`src/rtl/mux_sweep_pkg.sv`:
```
// Shared definitions for the 4x1 MUX sweep controller.
//   state_t  : controller states (IDLE, SETTLE, DONE)
//   SEL_W    : width of the MUX select drive
//   NUM_IN   : number of MUX data inputs (truth-table word width)
//   LAST_SEL : final select value of a sweep
package mux_sweep_pkg;

    typedef enum logic [1:0] {
        IDLE   = 2'd0,
        SETTLE = 2'd1,
        DONE   = 2'd2
    } state_t;

    localparam int              SEL_W    = 2;
    localparam int              NUM_IN   = 4;
    localparam logic [SEL_W-1:0] LAST_SEL = 2'd3;

endpackage : mux_sweep_pkg

```
`src/rtl/mux_sweep_ctrl_dwell_timer.sv`:
```
// Dwell timer for the MUX sweep controller.
// Counts enabled cycles from 0 up to DWELL-1, then wraps to 0 on its own.
//   clk   : system clock, rising edge
//   rst_n : asynchronous active-low reset (count -> 0)
//   clr   : synchronous clear, dominates enable
//   en    : advance the count this cycle
//   tc    : terminal count, high while count == DWELL-1
module dwell_timer #(
    parameter int DWELL   = 2,
    parameter int DWELL_W = 4
) (
    input  logic clk,
    input  logic rst_n,
    input  logic clr,
    input  logic en,
    output logic tc
);

    localparam logic [DWELL_W-1:0] TC_VAL = DWELL_W'(DWELL - 1);

    logic [DWELL_W-1:0] count;

    assign tc = (count == TC_VAL);

    always_ff @(posedge clk or negedge rst_n) begin
        if (!rst_n) begin
            count <= '0;
        end else if (clr) begin
            count <= '0;
        end else if (en) begin
            // Wrap at terminal count so each select gets a fresh dwell.
            count <= tc ? '0 : count + 1'b1;
        end
    end

endmodule : dwell_timer

```
`src/rtl/mux_sweep_ctrl.sv`:
```
// Upstream driver and result collector for the 4x1 MUX stage.
// On an accepted start it drives a truth-table word onto the MUX data
// inputs, steps the select through 0..3 holding each for DWELL cycles,
// samples the MUX output at the end of each dwell and reports the
// captured response plus a match flag.
//   clk     : system clock, rising edge
//   rst_n   : asynchronous active-low reset
//   start   : sweep request, only looked at in IDLE
//   func_in : truth-table word, latched on an accepted start
//   f_in    : MUX output fed back from the MUX stage
//   s_out   : MUX select drive
//   i_out   : MUX data-input drive
//   busy    : sweep in progress
//   done    : one-cycle completion pulse
//   result  : captured response, bit k sampled while s_out == k
//   match   : result == i_out, valid from done until the next start
module mux_sweep_ctrl
    import mux_sweep_pkg::*;
#(
    parameter int DWELL   = 2,
    parameter int DWELL_W = 4
) (
    input  logic              clk,
    input  logic              rst_n,
    input  logic              start,
    input  logic [NUM_IN-1:0] func_in,
    input  logic              f_in,
    output logic [SEL_W-1:0]  s_out,
    output logic [NUM_IN-1:0] i_out,
    output logic              busy,
    output logic              done,
    output logic [NUM_IN-1:0] result,
    output logic              match
);

    state_t            state;
    logic              tc;
    logic              tmr_clr;
    logic              tmr_en;
    logic [NUM_IN-1:0] result_next;

    // The timer only runs in SETTLE; holding it clear elsewhere means it
    // is already at 0 on the first SETTLE cycle after a start.
    assign tmr_clr = (state != SETTLE);
    assign tmr_en  = (state == SETTLE);

    dwell_timer #(
        .DWELL   (DWELL),
        .DWELL_W (DWELL_W)
    ) u_dwell_timer (
        .clk   (clk),
        .rst_n (rst_n),
        .clr   (tmr_clr),
        .en    (tmr_en),
        .tc    (tc)
    );

    // Result including the bit being sampled on this edge, so the final
    // match compare sees all four bits.
    always_comb begin
        result_next        = result;
        result_next[s_out] = f_in;
    end

    always_ff @(posedge clk or negedge rst_n) begin
        if (!rst_n) begin
            state  <= IDLE;
            s_out  <= '0;
            i_out  <= '0;
            busy   <= 1'b0;
            done   <= 1'b0;
            result <= '0;
            match  <= 1'b0;
        end else begin
            case (state)
                IDLE: begin
                    done  <= 1'b0;
                    busy  <= 1'b0;
                    s_out <= '0;
                    if (start) begin
                        i_out  <= func_in;
                        result <= '0;
                        match  <= 1'b0;
                        busy   <= 1'b1;
                        state  <= SETTLE;
                    end
                end
                SETTLE: begin
                    if (tc) begin
                        result <= result_next;
                        if (s_out == LAST_SEL) begin
                            match <= (result_next == i_out);
                            busy  <= 1'b0;
                            done  <= 1'b1;
                            state <= DONE;
                        end else begin
                            s_out <= s_out + 1'b1;
                        end
                    end
                end
                DONE: begin
                    // Select returns to 0 here, never by wrapping in SETTLE.
                    done  <= 1'b0;
                    s_out <= '0;
                    state <= IDLE;
                end
                default: begin
                    state <= IDLE;
                end
            endcase
        end
    end

endmodule : mux_sweep_ctrl

```
`config.mk`:
```
export PLATFORM = sky130hd
export DESIGN_NAME = mux_sweep_ctrl
export DESIGN_NICKNAME = d
export VERILOG_FILES = /design/src/rtl/mux_sweep_pkg.sv /design/src/rtl/mux_sweep_ctrl_dwell_timer.sv /design/src/rtl/mux_sweep_ctrl.sv
export SDC_FILE = /design/constraint.sdc
export NUM_CORES = 1
export LEC_CHECK = 0
export ABC_AREA = 1
export BUFFER_PORTS_ARGS = -buffer_cell sky130_fd_sc_hd__buf_4
export CORE_MARGIN = 5
export CORE_UTILIZATION = 55
export CTS_CLUSTER_DIAMETER = 80
export DETAILED_ROUTE_END_ITERATION = 8
export HOLD_SLACK_MARGIN = 0.02
export PLACE_DENSITY = 0.8
export SYNTH_ARGS = -nofsm -noshare
export SYNTH_HDL_FRONTEND = slang
export SYNTH_SLANG_ARGS = --single-unit
```
`constraint.sdc`:
```
create_clock -name clk -period 3.5 [get_ports clk]
set_input_delay 0.7 -clock clk [delete_from_list [all_inputs] [get_ports clk]]
set_output_delay 0.7 -clock clk [all_outputs]
set_load 0.02 [all_outputs]
```
Yosys cells after proc, flatten, opt, wreduce, memory -nomap -nowiden
Index checks and enable logic that the tools add are counted. Widths: inputs -> output; s select.

Register bits after elaboration: 19. Latch bits: 0. Bits in writable memories: 0. Bits in read-only memories: 0. Input port bits: 8. Output and inout bits: 13. Logic and storage cells: 62. Memories kept: 0.

Add/subtract/negate cells: 2. Multiply operators: 0. Divide/modulo/power cells: 0. $lt $le $gt $ge: 2. Equality and inequality tests: 10. Shift operators: 0. Multiplexer cells: 27. Bitwise gates (word level): 0. Reductions and logical operators: 13.

Operators by type and width (number): $mux 4 (5); $reduce_and 3->1 (5); $mux 2 (5); $mux 1 (9); $pmux 2 s2 (2); $pmux 4 s2 (1); $ne 2x1->1 const B (3); $pmux 1 s2 (3); $reduce_bool 2->1 (3); $add 4x1->4 const B (1); $bwmux 4 (1); $eq 2x2->1 const B (2); $eq 4x1->1 const B (1); $eq 4x4->1 (1); $ne 2x2->1 const B (2); $reduce_and 4->1 (1); $lt 2x3->1 const B (1); $add 2x1->2 const B (1); $demux 1 s2 (1); $eq 2x1->1 const B (1); $ge 2x1->1 const B (1); $logic_not 2->1 (1); $reduce_and 2->1 (1); $reduce_or 2->1 (1); $logic_and 1x1->1 (1).

Depth between registers and ports, before layout
Gate-level depths: netlist of the first run.

Depth after elaboration: 9. Gate-level depth with buffers: 11. Mapped depth without buffers: 11.

Cells and area by module
A second synthesis of the first run with hierarchy kept.

Cells, all modules: 137. Area, all modules: 1101.1 um^2.

By module, submodules not included: mux_sweep_ctrl (instances 1, cells an instance 100, area each 843.3 um^2, seq. area each 375.4 um^2); dwell_timer (instances 1, cells an instance 37, area each 257.7 um^2, seq. area each 100.1 um^2).

Worst setup path after synthesis of the first run
OpenSTA, ideal clock, no wires.

Path kind: reg2reg. Start: register s_out[0]. End: register match. Setup time: 0.065 ns. Arrival time: 1.274 ns. Data required time: 3.435 ns. Slack: 2.161 ns. Cell stages (with the launch flop): 10. Buffers on the path: 0. Clock period less this slack: 1.339 ns. Cells stage by stage: dfrtp_1 inv_1 ha_1 nand2_1 nand2_1 a21oi_2 nand2_1 nor2_2 nand2_1 nand2_1.

Word-level cells in the longest chain between the ends: 9. Elaborated cells on any way between the ends: 13. Classes of those cells: order compare (2); eq/ne (3); mux (6); reduce/logical (2).

Ends and longest elaborated chain: start, declared (RTL line mux_sweep_ctrl.sv:28) `output logic [SEL_W-1:0] s_out,`; start signal, assigned (RTL line mux_sweep_ctrl.sv:97) `s_out <= s_out + 1'b1;`; $lt 2x3->1 (implied by the code) or $ge 2x1->1 (tied branches) (RTL line mux_sweep_ctrl.sv:62) `result_next[s_out] = f_in;`; $logic_and 1x1->1 (implied by the code) (RTL line mux_sweep_ctrl.sv:62); $mux 1 (implied by the code) (RTL line mux_sweep_ctrl.sv:62); $demux 1 s2 (RTL line mux_sweep_ctrl.sv:62); $bwmux 4 (RTL line mux_sweep_ctrl.sv:62); $eq 4x4->1 (RTL line mux_sweep_ctrl.sv:92) `match <= (result_next == i_out);`; $mux 1 (RTL line mux_sweep_ctrl.sv:91) `if (s_out == LAST_SEL) begin`; $mux 1 (RTL line mux_sweep_ctrl.sv:89) `if (tc) begin`; $pmux 1 s2 (RTL line mux_sweep_ctrl.sv:75) `case (state)`; end signal, assigned (RTL line mux_sweep_ctrl.sv:92); end, declared (RTL line mux_sweep_ctrl.sv:33) `output logic match`.

Several ways; a longest one is shown, not always the timed one. The select of a mux whose other input is x is not followed. A chain may end at the register's enable or synchronous reset.

Final worst setup path of the first run
Start: register s_out[1]. End: output port s_out[1].

No word-level cell between the ends.

==> results of run 1 <==
power groups by stage:
| stage | Clock, W | Sequential [W] | Combinational [W] |
|---|---|---|---|
| finish | 0.000111 | 0.000393 | 0.000640 |
| global route | 0.000126 | 0.000407 | 0.000710 |
| CTS | 0.000117 | 0.000394 | 0.000649 |
| detailed placement | 0 | 0.000398 | 0.000644 |
| global placement | 0 | 0.000392 | 0.000622 |
| floorplan | 0 | 0.000460 | 0.000381 |
registers in the layout, summed over array words and instances, names as in the netlist:
name,flops
done,1
busy,1
i_out,4
match,1
s_out,2
state,2
u_dwell_timer.count,4
result,4
per-stage QoR:
stage               worst slack [ps]  cells  hold WS, ps  utilization, %  cell area [µm²]
floorplan                       2161    125        404.4               -             1057
global placement                2071    169        478.9           68.84             1227
detailed placement              2036    169        476.9           68.84             1227
CTS                             1860    173        251.7           70.32             1254
global route                    1839    173        255.3           70.32             1254
finish                          1873    173        254.8           70.32             1254
cells by family after synthesis:
logic type | Yosys count | synth area share, %
AO/OA/AOI/OAI | 13 | 8.875
flip-flops | 19 | 44.97
buffers and inverters | 23 | 8.875
XOR/XNOR | 2 | 1.657
AND/OR/NAND/NOR | 62 | 28.52
adder cells (fa/ha/maj) | 6 | 7.100
metal layers:
layer / up-vias / track usage, %
li1: 434 / -
met1: 407 / 20.67
met2: 19 / 29.03
met3: 4 / 3.878
met4: 0 / 8.085
met5: - / 0
worst max path at each step:
| stage | endpoint | slack (ps) | cells past startpoint | from |
|---|---|---|---|---|
| finish | s_out[1] | 1870 | 1 | s_out[1] |
| global route | s_out[0] | 1840 | 1 | s_out[0] |
| CTS | s_out[1] | 1860 | 1 | s_out[1] |
| detailed placement | match | 2040 | 8 | f_in |
| global placement | match | 2070 | 8 | f_in |
| floorplan | match | 2160 | 9 | s_out[0] |
placed cells by master, fill, tap and decap left out:
master	n
clkbuf_1	1
nor2_4	1
dfrtp_1	19
a21oi_2	5
nand2_4	1
buf_4	20
nor2_8	1
xnor2_1	1
inv_2	4
nand2_1	30
nor2_2	4
xor2_1	1
a21oi_1	1
ha_1	6
nand3_1	12
inv_1	18
clkbuf_4	3
o21ai_1	4
nor2_1	8
a31oi_2	1
nand2_2	5
o22ai_1	2
cell type report:
cell class	instances	area, µm²	share of cell area [%]
Clock buffer	4	26.28	2.096
Multi-Input combinational cell	83	488.0	38.92
Timing Repair Buffer	20	150.1	11.98
Sequential cell	19	475.5	37.92
Tap cell	25	31.28	2.495
Inverter	22	82.58	6.587
==> impl_metrics.yaml, run 1 <==
die:
  die_area_um2: 2899
  initial_core_util_pct: 59.30
  dieWidth_um: 53.85
  die_y_um: 53.85
  rows: 15
  core_um2: 1783
  ios: 21
drt:
  wl_per_cell_um: 12.12
  vias: 864
  dr_wl_met3_um: 101
  highest_layer: "met4"
  routed_wl_um: 2096
  wl_met1_um: 922
  wl_met2_um: 1047
  firstDrtPassIters: 4
  drc: 0
  avgViaCountPerCell: 4.994
  drtAntennaViolNets: 0
  drt-initial-drc-count: 18
cells_and_area:
  diodes: 0
  syn_to_final_growth_pct: 18.58
  drive_gt1_share_pct: 30.41
  final_nets: 163
  n_fill_cell: 161
grt:
  grt_max_degree: 20
  grt.overflow.total: 0
  grt_pass1_wl_um: 3574
  antenna_found_initial: 0
  grt_usage_pct: 17.24
  grt_pass1_vias: 845
clock_network:
  clkTransAtPathRegs_ps: 100
  clockBufferDepth: 2
  post_cts_buffers: 0
  clockRootBuffer: "clkbuf_4"
  clkLatencyLatePin_ps: 300
  ctsResizeCount: 0
  htreeDepth: 1
  cts_made_buffers: 3
  cts_hold_buf: 0
  cts_tree: "yes"
  cts_sinks: 19
logic_synthesis:
  synthesis.area_um2: 1057
  synthFlopType: "dfrtp_1"
  synth_most_common_cell: "nand2_1"
  ys_ff_latch: 19
  synth_edf_count: 0
  synth.net_count: 139
  yosysWarningCount: 0
  synthTopCellsByArea: "dfrtp_1 (45%), nand2_1 (11%), ha_1 (7.1%)"
  ys_async_sr_fraction_pct: 100.0
  syn_inst: 125
  synth_cell_types: 20
  syn_avg_cell_area_um2: 8.458
  synth_common_cells: "nand2_1 (30), dfrtp_1 (19), inv_1 (18), nand3_1 (12), nor2_1 (8)"
  synth_top_area_cell: "dfrtp_1"
  synth_top_area_share_pct: 44.97
  seq_area_frac_synth_pct: 44.97
power:
  ir_drop_mv: 0.5389
  clkPwrFrac_pct: 9.7
  p_int_w: 0.0006055
  power_per_cell_area_nw_per_um2: 913.3
  pwr-share-comb_pct: 55.9
  swShare_pct: 47.12
  p_seq_share_pct: 34.4
  finalPower_w: 0.001145
  p_sw_w: 0.0005395
  p_leak_nw: 0.6840
timing:
  worstMarginPinSlew_ps: 318.9
  fin_worst_skew_ps: 3.998
  rsz0062_at_grt: "false"
  fmax_mhz: 614.8
  period_needed_ps: 1627
  finalSetupTns_ps: 0
  period_share_pct: 46.47
  relSlewSlack_pct: 78.66
  slew_viol_final: 0
  final-setup-viol-count: 0
  hold_violations: 0
status:
  status: "finished, final reports clean"
placed_design:
  portBuffers: 20
  place_hpwl_um: 1651
  gp_congestion: 0.8292
critical_path:
  reg2reg_slack_ps: 2120
  cp_num_buf_inv: 1
  startpoint_type: "register"
  cp.arrival_ps: 930
  r2r_end: "match"
  r2r_cells: 9
  path_cells: "buf_4"
  r2r-start: "s_out[0]"
  criticalPathCategory: "reg2out"
  crit_fanout: 5
  cp-end-kind: "output port"
  critical-path-max-stage-delay_ps: 450
  worstPathRequired_ps: 2800
  crit_slowest_cell: "dfrtp_1"
  crit_family: "flip-flops"
run:
  maxCapViolCount: 0
hold_path:
  hold_class: "in2async"
(Power assumes the default switching activity.)
==> inputs of run 2 (changes only) <==
--- a/config.mk
+++ b/config.mk
@@ -5,14 +5,14 @@
 export SDC_FILE = /design/constraint.sdc
 export NUM_CORES = 1
 export LEC_CHECK = 0
-export ABC_AREA = 1
+export ABC_AREA = 0
 export BUFFER_PORTS_ARGS = -buffer_cell sky130_fd_sc_hd__buf_4
 export CORE_MARGIN = 5
-export CORE_UTILIZATION = 55
+export CORE_UTILIZATION = 52
 export CTS_CLUSTER_DIAMETER = 80
 export DETAILED_ROUTE_END_ITERATION = 8
 export HOLD_SLACK_MARGIN = 0.02
-export PLACE_DENSITY = 0.8
+export PLACE_DENSITY = 0.77
 export SYNTH_ARGS = -nofsm -noshare
 export SYNTH_HDL_FRONTEND = slang
 export SYNTH_SLANG_ARGS = --single-unit
==> constraint.sdc (replaced) <==
create_clock -name clk -period 1.6 [get_ports clk]
set_input_delay 0.32 -clock clk [delete_from_list [all_inputs] [get_ports clk]]
set_output_delay 0.32 -clock clk [all_outputs]
set_load 0.02 [all_outputs]
==> impl_metrics.yaml, run 2 <==
status:
  status: "finished, final reports clean"
drt:
  firstDrtPassIters: 4
  wl_met2_um: 1013
  vias: 711
  drtAntennaViolNets: 0
  wl_met1_um: 893
  dr_wl_met3_um: 68
  routed_wl_um: 1981
  highest_layer: "met4"
  drt-initial-drc-count: 4
  drc: 0
  avgViaCountPerCell: 5.190
  wl_per_cell_um: 14.46
critical_path:
  reg2reg_slack_ps: 50
  r2r_cells: 6
  startpoint_type: "register"
  crit_slowest_cell: "dfrtp_1"
  r2r-start: "u_dwell_timer.count[1]"
  cp.arrival_ps: 1730
  r2r_end: "result[0]"
  critical-path-max-stage-delay_ps: 400
  cp-end-kind: "register"
  worstPathRequired_ps: 1790
  crit_fanout: 4
  criticalPathCategory: "reg2reg"
  path_cells: "inv_1, ha_2, nor3b_4, nand2_1, a21o_1, a221o_1"
  crit_family: "compound AO/OA/AOI/OAI gates"
  cp_num_buf_inv: 1
  path_depth: 6
grt:
  grt.overflow.total: 0
  grt_usage_pct: 15.94
  antenna_found_initial: 0
  grt_max_degree: 20
  grt_pass1_wl_um: 3298
  grt_pass1_vias: 720
clock_network:
  clockBufferDepth: 2
  cts_tree: "yes"
  clockRootBuffer: "clkbuf_4"
  cts_made_buffers: 3
  htreeDepth: 1
  clkLatencyLatePin_ps: 290
  clkTransAtPathRegs_ps: 110
  cts_sinks: 19
logic_synthesis:
  synthXorXnorAreaFrac_pct: 6.179
  synth-simple-area-share_pct: 16.65
  synthFlopType: "dfrtp_1"
  syn_inst: 84
  synth_top_area_share_pct: 47.92
  synth.net_count: 98
  synthesis.area_um2: 992.2
  yosysWarningCount: 0
  synth_compound_area_share_pct: 7.692
  synthTopCellsByArea: "dfrtp_1 (48%), ha_1 (7.6%), mux2i_1 (6.1%)"
  synthAdderAreaFrac_pct: 7.566
  seq_area_frac_synth_pct: 47.92
  synth_top_area_cell: "dfrtp_1"
  synth.area.mux_share_pct: 10.59
  synth_common_cells: "dfrtp_1 (19), nor2_1 (7), ha_1 (6), mux2i_1 (6), xor2_1 (5)"
  synth_top_family_by_area: "simple AND/OR/NAND/NOR gates"
  ys_ff_latch: 19
  ys_async_sr_fraction_pct: 100.0
  synth_most_common_cell: "dfrtp_1"
  synth_edf_count: 0
  syn_avg_cell_area_um2: 11.81
  synth_cell_types: 27
die:
  ios: 21
  initial_core_util_pct: 56.24
  core_um2: 1764
  dieWidth_um: 53.68
  die_y_um: 53.68
  die_area_um2: 2882
  rows: 15
run:
  maxCapViolCount: 0
placed_design:
  place_hpwl_um: 1469
  gp_congestion: 0.7222
  placed_cells: 129
  dp_slack_ps: 31.93
  portBuffers: 20
power:
  ir_drop_mv: 1.295
  power_per_cell_area_nw_per_um2: 2023
  p_leak_nw: 0.5988
  finalPower_w: 0.002524
timing:
  period_needed_ps: 1548
  worstMarginPinSlew_ps: 395.6
  fmax_mhz: 645.9
  slew_viol_final: 0
  finalSetupTns_ps: 0
  fin_worst_skew_ps: 2.360
  hold_violations: 0
  period_share_pct: 96.77
  relSlewSlack_pct: 73.63
  hold_ws_ps: 252.8
  setup_ws_ps: 51.75
  final-setup-viol-count: 0
  rsz0062_at_grt: "true"
hold_path:
  min_to: "i_out[0]"
  hp-start: "func_in[0]"
  hold_class: "in2reg"
  hold_depth: 2
cells_and_area:
  drive_gt1_share_pct: 36.61
  syn_to_final_growth_pct: 25.73
  final_nets: 127
  finalNonFillerCells: 137
  final_cell_mix: "buf_4 (25), dfrtp_1 (19), nor2_1 (7)"
  diodes: 0
  layout_commonest_cell: "buf_4"
  reg.largest.list: "i_out x4, result x4, u_dwell_timer.count x4"
[run 2: cell count changes in the layout (fill, tap and decap cells not counted), moves of 4 or more]
cell	delta
a21oi_2	-5
a221o_1	+4
and3b_1	+4
buf_4	+5
inv_1	-15
mux2_2	+4
mux2i_1	+5
nand2_1	-26
nand2_2	-5
nand3_1	-11
nor2_2	-4
o21ai_1	-4
xor2_1	+4
[run 2: cell families after synthesis]
family / Yosys count
fa+ha+maj: 6
xor+xnor: 7
simple gates: 26
buf+inv: 6
flops: 19
compound gates: 10
mux: 10
[run 2: worst max path at each step]
stage,from,endpoint,slack (ps)
3_5_place_dp,u_dwell_timer.count[1],result[1],30
6_report,u_dwell_timer.count[1],result[0],50
3_3_place_gp,u_dwell_timer.count[1],result[0],90
5_1_grt,s_out[1],match,-20
4_1_cts,s_out[0],match,10
2_1_floorplan,s_out[1],match,130
[run 2: through the flow]
step | utilization, % | cell area (µm²)
2_1_floorplan | - | 992.2
5_1_grt | 70.71 | 1247
4_1_cts | 68.44 | 1207
3_3_place_gp | 66.31 | 1170
3_5_place_dp | 66.31 | 1170
6_report | 70.71 | 1247
[run 2: per-layer routing]
metal | GRT usage [%] | vias up
met3 | 2.770 | 2
met5 | 0 | -
met1 | 21.29 | 346
met2 | 26.01 | 13
li1 | - | 350
met4 | 5.106 | 0
[run 2: final cells by class]
type / count / area, µm²
Tap cell: 25 / 31.28
Timing Repair Buffer: 26 / 197.7
Sequential cell: 19 / 475.5
Clock inverter: 1 / 5.005
Fill cell: 154 / 516.7
Clock buffer: 3 / 22.52
Inverter: 4 / 15.01
Multi-Input combinational cell: 59 / 500.5
[run 2: worst register-to-register path: stages (launching register included)]
cell and delay, ps:
dfrtp_1 400, inv_1 60, ha_2 160, nor3b_4 200, nand2_1 70, a21o_1 200
a221o_1 350
[run 2: report_power, final]
part	switching, W	internal (W)	total, W
registers	0.000197	0.000681	0.000879
clock network	0.000148	0.0000929	0.000241
logic	0.000677	0.000727	0.00140
total	0.00102	0.00150	0.00252
[run 2: timing repair]
item	4_1_cts	5_1_grt
hold endpoints to repair	19	0
setup buffers	0	3
hold buffers	1	0
endpoints found under the setup margin	0	7
resized for setup	0	6
